### config.mk
export PLATFORM = sky130hd
export DESIGN_NAME = decode_pipe_stage
export DESIGN_NICKNAME = d
export VERILOG_FILES = /design/src/rtl/decode_pkg.sv /design/src/rtl/decode_regfile.sv /design/src/rtl/decode_pipe_stage.sv
export SDC_FILE = /design/constraint.sdc
export NUM_CORES = 1
export LEC_CHECK = 0
export CORE_MARGIN = 5
export CORE_UTILIZATION = 50
export CTS_BUF_LIST = sky130_fd_sc_hd__clkbuf_16
export CTS_CLUSTER_SIZE = 10
export DETAILED_ROUTE_END_ITERATION = 10
export HOLD_SLACK_MARGIN = 0.15
export PLACE_DENSITY = 0.72
export SETUP_SLACK_MARGIN = 0.3
export SLEW_MARGIN = 10
export SYNTH_ARGS = -nofsm -noshare
export SYNTH_HDL_FRONTEND = slang
export SYNTH_HIERARCHICAL = 1
export SYNTH_SLANG_ARGS = --single-unit
### constraint.sdc
create_clock -name clk -period 8.95 [get_ports clk]
set_clock_uncertainty 0.1 [all_clocks]
set_input_delay 1.79 -clock clk [delete_from_list [all_inputs] [get_ports clk]]
set_output_delay 1.79 -clock clk [all_outputs]
set_load 0.005 [all_outputs]
### src/rtl/decode_pkg.sv
// decode_pkg
// Shared definitions for the decode stage: opcode encodings, field widths
// and instruction field-extraction helpers.
//   Instruction layout (MSB to LSB): opcode[4], rs1[REG_AW], rs2[REG_AW], rd[REG_AW]
package decode_pkg;

   localparam int OPC_W = 4;

   localparam logic [OPC_W-1:0] OP_LOAD = 4'h8;
   localparam logic [OPC_W-1:0] OP_BEQ  = 4'hC;

   // Number of combinational read ports on the register file (rs1, rs2).
   localparam int RD_PORTS = 2;

   // Helpers operate on a zero-extended instruction of this width, so the
   // largest supported REG_AW is 8 (INST_W = 28).
   localparam int MAX_INST_W = 32;
   localparam int MAX_REG_AW = 8;

   function automatic logic [OPC_W-1:0] inst_opcode(input logic [MAX_INST_W-1:0] inst,
                                                    input int reg_aw);
      return OPC_W'(inst >> (3 * reg_aw));
   endfunction

   // Register field number pos (0 = rd, 1 = rs2, 2 = rs1).
   function automatic logic [MAX_REG_AW-1:0] inst_field(input logic [MAX_INST_W-1:0] inst,
                                                        input int reg_aw,
                                                        input int pos);
      logic [MAX_INST_W-1:0] mask;
      mask = (MAX_INST_W'(1) << reg_aw) - MAX_INST_W'(1);
      return MAX_REG_AW'((inst >> (pos * reg_aw)) & mask);
   endfunction

   function automatic logic [MAX_REG_AW-1:0] inst_rs1(input logic [MAX_INST_W-1:0] inst,
                                                      input int reg_aw);
      return inst_field(inst, reg_aw, 2);
   endfunction

   function automatic logic [MAX_REG_AW-1:0] inst_rs2(input logic [MAX_INST_W-1:0] inst,
                                                      input int reg_aw);
      return inst_field(inst, reg_aw, 1);
   endfunction

   function automatic logic [MAX_REG_AW-1:0] inst_rd(input logic [MAX_INST_W-1:0] inst,
                                                     input int reg_aw);
      return inst_field(inst, reg_aw, 0);
   endfunction

endpackage

### src/rtl/decode_regfile.sv
// decode_regfile
// 2**REG_AW x DATA_W register file, one write port, RD_PORTS combinational
// read ports. With BYPASS=1 a read of the register being written this cycle
// returns the incoming write data.
//   clk, reset      clock, asynchronous active-high reset (clears all registers)
//   write_en        write-back enable
//   write_addr      write-back register address
//   write_data      write-back data
//   read_addr[p]    read address of port p
//   read_data[p]    read data of port p
module decode_regfile
   import decode_pkg::*;
#(
   parameter int DATA_W = 16,
   parameter int REG_AW = 4,
   parameter int BYPASS = 1
) (
   input  logic                               clk,
   input  logic                               reset,
   input  logic                               write_en,
   input  logic [REG_AW-1:0]                  write_addr,
   input  logic [DATA_W-1:0]                  write_data,
   input  logic [RD_PORTS-1:0][REG_AW-1:0]    read_addr,
   output logic [RD_PORTS-1:0][DATA_W-1:0]    read_data
);

   localparam int DEPTH = 1 << REG_AW;

   logic [DATA_W-1:0] mem [DEPTH];

   always_ff @(posedge clk or posedge reset) begin
      if (reset) begin
         for (int i = 0; i < DEPTH; i++) begin
            mem[i] <= '0;
         end
      end else if (write_en) begin
         mem[write_addr] <= write_data;
      end
   end

   genvar gi;
   generate
      for (gi = 0; gi < RD_PORTS; gi++) begin : g_rd
         if (BYPASS != 0) begin : g_byp
            assign read_data[gi] = (write_en && (write_addr == read_addr[gi])) ?
                                   write_data : mem[read_addr[gi]];
         end else begin : g_nobyp
            assign read_data[gi] = mem[read_addr[gi]];
         end
      end
   endgenerate

endmodule

### src/rtl/decode_pipe_stage.sv
// decode_pipe_stage
// Decode stage between fetch and execute: splits the instruction, reads
// operands (with write-back bypass), detects load-use hazards, resolves
// equality branches and holds the result in a D/E register with a
// valid/ready handshake.
//   in_valid/in_ready, i_inst, pcD, immediateC   fetch side
//   write_en, destAddW, i_write_data             write-back port
//   ex_ready, out_valid, opcodeE, destaddE,
//   srcdataE1, srcdataE2, pcE                    D/E register / execute side
//   branch_taken, PC_branch                      one-cycle fetch redirect
//   flush_i                                      kill D/E and pending branch
//   hazard_stall                                 load-use stall (combinational)
module decode_pipe_stage
   import decode_pkg::*;
#(
   parameter  int DATA_W = 16,
   parameter  int REG_AW = 4,
   parameter  int PC_W   = 12,
   parameter  int BYPASS = 1,
   localparam int INST_W = OPC_W + 3 * REG_AW
) (
   input  logic              clk,
   input  logic              reset,
   input  logic              in_valid,
   output logic              in_ready,
   input  logic [INST_W-1:0] i_inst,
   input  logic [PC_W-1:0]   pcD,
   input  logic              immediateC,
   input  logic              write_en,
   input  logic [REG_AW-1:0] destAddW,
   input  logic [DATA_W-1:0] i_write_data,
   input  logic              ex_ready,
   input  logic              flush_i,
   output logic              out_valid,
   output logic [OPC_W-1:0]  opcodeE,
   output logic [REG_AW-1:0] destaddE,
   output logic [DATA_W-1:0] srcdataE1,
   output logic [DATA_W-1:0] srcdataE2,
   output logic [PC_W-1:0]   pcE,
   output logic              branch_taken,
   output logic [PC_W-1:0]   PC_branch,
   output logic              hazard_stall
);

   logic [MAX_INST_W-1:0]            inst_ext;
   logic [OPC_W-1:0]                 opcode;
   logic [REG_AW-1:0]                rs1, rs2, rd;
   logic [RD_PORTS-1:0][REG_AW-1:0]  read_addr;
   logic [RD_PORTS-1:0][DATA_W-1:0]  read_data;
   logic [DATA_W-1:0]                operand1, operand2;
   logic [PC_W-1:0]                  target;
   logic                             accept, squash, beq_taken;

   assign inst_ext = MAX_INST_W'(i_inst);
   assign opcode   = inst_opcode(inst_ext, REG_AW);
   assign rs1      = REG_AW'(inst_rs1(inst_ext, REG_AW));
   assign rs2      = REG_AW'(inst_rs2(inst_ext, REG_AW));
   assign rd       = REG_AW'(inst_rd(inst_ext, REG_AW));

   assign read_addr[0] = rs1;
   assign read_addr[1] = rs2;

   decode_regfile #(
      .DATA_W (DATA_W),
      .REG_AW (REG_AW),
      .BYPASS (BYPASS)
   ) u_regfile (
      .clk        (clk),
      .reset      (reset),
      .write_en   (write_en),
      .write_addr (destAddW),
      .write_data (i_write_data),
      .read_addr  (read_addr),
      .read_data  (read_data)
   );

   assign operand1 = read_data[0];
   // Immediate form: {rs2,rd} zero-extended to the operand width.
   assign operand2 = immediateC ? DATA_W'({rs2, rd}) : read_data[1];

   // rd doubles as a signed branch offset; the add wraps at PC_W bits.
   assign target = pcD + PC_W'($signed(rd));

   // A LOAD sitting in D/E whose destination feeds the offered instruction.
   assign hazard_stall = in_valid && out_valid && (opcodeE == OP_LOAD) &&
                         ((destaddE == rs1) || (!immediateC && (destaddE == rs2)));

   assign in_ready = (ex_ready || !out_valid) && !hazard_stall && !flush_i;
   assign accept   = in_valid && in_ready;

   // The cycle after a taken branch the offered instruction is wrong-path.
   assign squash    = branch_taken;
   assign beq_taken = (opcode == OP_BEQ) && (operand1 == operand2) && !squash;

   always_ff @(posedge clk or posedge reset) begin
      if (reset) begin
         out_valid    <= 1'b0;
         opcodeE      <= '0;
         destaddE     <= '0;
         srcdataE1    <= '0;
         srcdataE2    <= '0;
         pcE          <= '0;
         branch_taken <= 1'b0;
         PC_branch    <= '0;
      end else begin
         branch_taken <= 1'b0;
         if (flush_i) begin
            out_valid <= 1'b0;
         end else if (hazard_stall) begin
            // Bubble into execute; the stall clears once the LOAD leaves D/E.
            if (ex_ready) begin
               out_valid <= 1'b0;
            end
         end else if (accept) begin
            if (squash || (opcode == OP_BEQ)) begin
               out_valid <= 1'b0;
            end else begin
               out_valid <= 1'b1;
               opcodeE   <= opcode;
               destaddE  <= rd;
               srcdataE1 <= operand1;
               srcdataE2 <= operand2;
               pcE       <= pcD;
            end
            if (beq_taken) begin
               branch_taken <= 1'b1;
               PC_branch    <= target;
            end
         end else if (ex_ready) begin
            out_valid <= 1'b0;
         end
      end
   end

endmodule
# Yosys cells after proc, flatten, opt, wreduce, memory -nomap -nowiden
# Cells that the tools add are included.
[classes]
bitwise = 6
order_cmp = 4
mux = 21
reduce_logical = 22
n_addsub = 1
eq_ne = 7
[ops]
columns = ["operator", "n"]
rows = [
  ["$bwmux W256", 1],
  ["$bmux W16 S4", 2],
  ["$mux W16", 8],
  ["$demux W16 S4", 1],
  ["$eq A16 B16 Y1", 1],
  ["$eq A4 B4 Y1", 4],
  ["$ge A5 B5 Y1 const B", 3],
  ["$not A4 Y5", 3],
  ["$add A12 B12 Y12", 1],
  ["$logic_and A1 B1 Y1", 12],
  ["$mux W1", 9],
  ["$eq A4 B4 Y1 const B", 2],
  ["$reduce_and A4 Y1", 2],
  ["$logic_not A1 Y1", 5],
  ["$lt A5 B1 Y1 const B", 1],
  ["$logic_or A1 B1 Y1", 3],
  ["$not A1 Y1", 3],
]
[totals]
ff_bits = 322
out_inout_bits = 68
input_bits = 55
wordCells = 85

# Logic depth before layout (Yosys ltp)
[depth]
depth_word = 13
depth_mapped = 14
depth_no_buf = 10

# By module
# The synthesis kept the hierarchy.
[by_module_without_submodules]
columns = ["mod", "cells_each", "area_each_um2", "n_inst", "seq_area_each_um2"]
rows = [
  ["decode_regfile", 894, 14258.7, 1, 6406.1],
  ["decode_pipe_stage", 309, 3567.2, 1, 1651.6],
]

# Least setup slack after synthesis
# No wires, ideal clock.
[synth_path]
path_kind = "in2reg"
start = "input port i_inst[6]"
end = "register PC_branch[0]"
setup_slack_ps = 4080
t_arrival_ps = 4645
n_path_buf = 3
setup_time_ps = 125
cell_stages = 12
path_cell_list = "clkbuf_1 xor2_1 nor4_4 buf_4 mux2_2 mux2i_1 xnor2_1 nor4_2 nand2_1 nor4_4 buf_6 mux2_2"
[synth_lines]
columns = ["element", "line", "source"]
rows = [
  ["start: declaration", "decode_pipe_stage.sv:26", "input logic [INST_W-1:0] i_inst,"],
  ["end signal: assignment", "decode_pipe_stage.sv:127", "PC_branch <= target;"],
  ["end: declaration", "decode_pipe_stage.sv:41", "output logic [PC_W-1:0] PC_branch,"],
]

# Final worst setup path
[layout_path]
start = "input port i_inst[7]"
end = "output port in_ready"
[layout_via]
elab_chain_cells = 7
[layout_lines]
columns = ["element", "line", "source"]
rows = [
  ["$eq A4 B4 Y1", "decode_pipe_stage.sv:86", "((destaddE == rs1) || (!immediateC && (destaddE == rs2)));"],
  ["$logic_and A1 B1 Y1", "decode_pipe_stage.sv:86", ""],
  ["$logic_or A1 B1 Y1", "decode_pipe_stage.sv:86", ""],
  ["$logic_and A1 B1 Y1", "decode_pipe_stage.sv:85", "assign hazard_stall = in_valid && out_valid && (opcodeE == OP_LOAD) &&"],
  ["$logic_not A1 Y1", "decode_pipe_stage.sv:88", "assign in_ready = (ex_ready || !out_valid) && !hazard_stall && !flush_i;"],
  ["$logic_and A1 B1 Y1 (2 in series)", "decode_pipe_stage.sv:88", ""],
  ["end: declaration", "decode_pipe_stage.sv:25", "output logic in_ready,"],
]
# No other way between the ends.

==> flow_summary.json <==
{
  "crit_family": "buffers and inverters",
  "critPathMaxStageDelay_ns": 0.53,
  "syn_nets": 1270,
  "hold_path_class": "register to register",
  "final_util_pct": 57.5,
  "ant_nets": 0,
  "die-height_um": 199,
  "clock_latency_ns": 0.53,
  "power_mw": 4.64,
  "cts-buffers-inserted": 38,
  "crit_cells": 7,
  "path_cells": "buf_4 > buf_4 > xnor2_1 > a41oi_1 > nor2_1 > nor3_1 > clkdlybuf4s50_1",
  "critical_path.endpoint_type": "output pin",
  "synth_top_area_share_pct": 45.2,
  "slew_headroom_pct": 13.0,
  "critPathLaunchType": "input pin",
  "fillCellCount": 2832,
  "seq_area_frac_synth_pct": 45.2,
  "synth_commonest_cells": "336 x mux2_2, 322 x dfrtp_1, 128 x mux4_2, 105 x mux2i_1, 36 x buf_2",
  "power_density_mw_per_mm2": 228,
  "vdd_drop_max_v": 0.000115,
  "status": "finished, final reports clean",
  "required_ns": 7.06,
  "grt_pass1_vias": 11700,
  "path_buf_inv": 3,
  "ys_warn_count": 6,
  "via_count": 11000,
  "io_buffers": 122,
  "ys.flop_type": "dfrtp_1",
  "pre_cts_slack_ns": 2.60,
  "synth.avg_cell_area_um2": 14.8,
  "core_region_area_mm2": 0.0354,
  "rows": 69,
  "r2r_end": "PC_branch[4]",
  "whs_ns": 0.390,
  "crit_path_end": "in_ready",
  "route.detailed.drc": 0,
  "vias_per_cell": 6.23,
  "timing.final.crit_share_pct": 68.1,
  "path_clk_slew_ns": 0.05,
  "drtIter0Drc": 664,
  "clock_path_buffers": 3,
  "num-nets-final": 1366,
  "layout_setup_ws_ns": 2.85,
  "dp_hpwl_um": 29100,
  "cts.repair.resized": 0,
  "initial_core_util_pct": 50.4,
  "hold_viol_final": 0,
  "grt_max_degree": 190,
  "cts_tree": "yes",
  "seq_area_mm2": 0.00806,
  "critPathMostFrequentCell": "buf_4",
  "syn_inst": 1203,
  "maxCapViolations": 0,
  "cts_hold_buf": 0,
  "grt_use_total_pct": 23.4,
  "synth_seq_cells": 322,
  "rrSetupSlack_ns": 5.06,
  "wl_per_cell_um": 25.6,
  "setup_viol": 0,
  "min_period_ns": 6.10,
  "die_area_mm2": 0.0395,
  "p_leak_nw": 8.57,
  "design.portCount": 123,
  "fin_tns_setup_ns": 0,
  "grt-ovfl-total": 0,
  "htreeDepth": 2,
  "root_buffer": "clkbuf_16",
  "grt_pass1_wl_um": 70900,
  "rsz0062_at_grt": "no",
  "crit_type": "input pin to output pin",
  "routed_wl_um": 45200,
  "fmax_ghz": 0.164,
  "cp_slowest_cell": "clkdlybuf4s50_1",
  "die_w_um": 199,
  "gp_congestion": 0.838,
  "critPathMaxFanout": 33,
  "hp-start": "PC_branch[9]",
  "crit_arrival_ns": 4.21,
  "synthArstFlopShare_pct": 100,
  "antenna_found_initial": 1,
  "drive_gt1_share_pct": 42.9,
  "drv_slew": 0,
  "synth_cell_types": 50,
  "cts_sinks": 322,
  "tightest_slew_ns": 1.30,
  "netlist_area_mm2": 0.0178,
  "area_delta_synth_final_pct": 14.2,
  "synth.area.top_cells": "dfrtp_1 45%, mux2_2 21%, mux4_2 16%, mux2i_1 5.9%, xnor2_1 1.0%",
  "first_pass_iters": 7,
  "post_cts.repair.setup_buffers": 0,
  "crit_path_start": "i_inst[7]",
  "reg2reg_depth": 10,
  "synth.most_common_cell": "mux2_2",
  "regToRegStartpoint": "u_regfile/mem[5]",
  "synth_top_cell_by_area": "dfrtp_1",
  "multi_input_area_mm2": 0.00920,
  "synth_edf_count": 0
}
==> layout by cell type, fill, tap and decap left out, types with 2 or more instances in the layout <==
| master | Yosys | layout |
|---|---|---|
| o211ai_1 | 2 | 2 |
| clkdlybuf4s50_1 | 0 | 116 |
| buf_4 | 15 | 32 |
| nor2_2 | 2 | 4 |
| or3_1 | 2 | 2 |
| nor4bb_1 | 3 | 3 |
| dfrtp_1 | 322 | 322 |
| o21ai_0 | 35 | 35 |
| nor4b_1 | 2 | 2 |
| ha_1 | 11 | 11 |
| nor2_1 | 23 | 19 |
| or2_2 | 1 | 2 |
| xnor2_1 | 21 | 21 |
| a211oi_1 | 2 | 2 |
| inv_1 | 7 | 9 |
| and3_1 | 2 | 2 |
| clkinv_8 | 0 | 2 |
| nand2_1 | 16 | 16 |
| a21oi_1 | 10 | 10 |
| clkbuf_16 | 0 | 39 |
| a31oi_1 | 3 | 3 |
| mux2_2 | 336 | 336 |
| mux2i_1 | 105 | 105 |
| nand2b_1 | 14 | 14 |
| a21o_1 | 3 | 3 |
| nand3b_1 | 2 | 2 |
| xor2_1 | 16 | 16 |
| buf_2 | 36 | 2 |
| nor4_4 | 3 | 3 |
| nor3_4 | 0 | 2 |
| o32ai_1 | 3 | 3 |
| nor2b_1 | 4 | 4 |
| nor3_1 | 5 | 5 |
| nand3_1 | 7 | 7 |
| nor2_4 | 0 | 2 |
| mux4_2 | 128 | 128 |
==> cell families (layout without fill, tap and decap cells) <==
group | count (synthesis) | in the layout | share of synthesized area (%)
AO/OA/AOI/OAI | 65 | 65 | 2.18
XOR/XNOR | 37 | 37 | 1.82
flip-flops | 322 | 322 | 45.2
buffers and inverters | 102 | 204 | 3.39
adder cells (fa/ha/maj) | 12 | 12 | 0.884
multiplexers | 570 | 570 | 43.4
AND/OR/NAND/NOR | 95 | 95 | 3.17
other | 0 | 1 | 0
==> per-layer routing <==
metal	GRT usage [%]	vias to the layer above	share of wire, %
met5	0	-	0
met2	38.8	362	49
met3	3.74	60	6.3
met1	32.8	5816	43
met4	5.60	0	1.9
li1	-	4763	-
==> state kept, by name (all words and copies together), names as in the netlist <==
signal / count
u_regfile/mem: 256
destaddE: 4
pcE: 12
PC_branch: 12
srcdataE1: 16
out_valid: 1
opcodeE: 4
branch_taken: 1
srcdataE2: 16
==> area by class of cell <==
type | instances | area share (%)
well taps | 461 | 2.83
diodes | 1 | 0.0123
repair buffers | 151 | 7.03
clock inverters | 7 | 0.381
multi-input cells | 779 | 45.2
flip-flops and latches | 322 | 39.6
clock buffers | 39 | 4.80
inverters | 7 | 0.148
==> how the worst min path moves through the flow <==
stage | cells after the start | slack, ns | to
after floorplan | 1 | 0.38 | PC_branch[9]
after global placement | 1 | 0.37 | PC_branch[9]
after detailed placement | 1 | 0.38 | PC_branch[9]
after CTS | 1 | 0.39 | PC_branch[9]
after global routing | 1 | 0.41 | PC_branch[9]
final | 1 | 0.39 | PC_branch[9]
==> stage by stage <==
step	instance area, µm²	instances
finish	20300	1767
detailed placement	19300	1720
CTS	20300	1766
global route	20300	1767
floorplan	17800	1203
global placement	19300	1720
==> report_power, final <==
part | total (mW) | leakage [nW] | switching, mW | internal, mW
clock | 1.37 | 0.530 | 0.566 | 0.801
sequential | 2.03 | 3.98 | 0.239 | 1.79
combinational | 1.24 | 4.06 | 0.477 | 0.765
total | 4.64 | 8.57 | 1.28 | 3.36
Power figures use the tool's default switching activity.
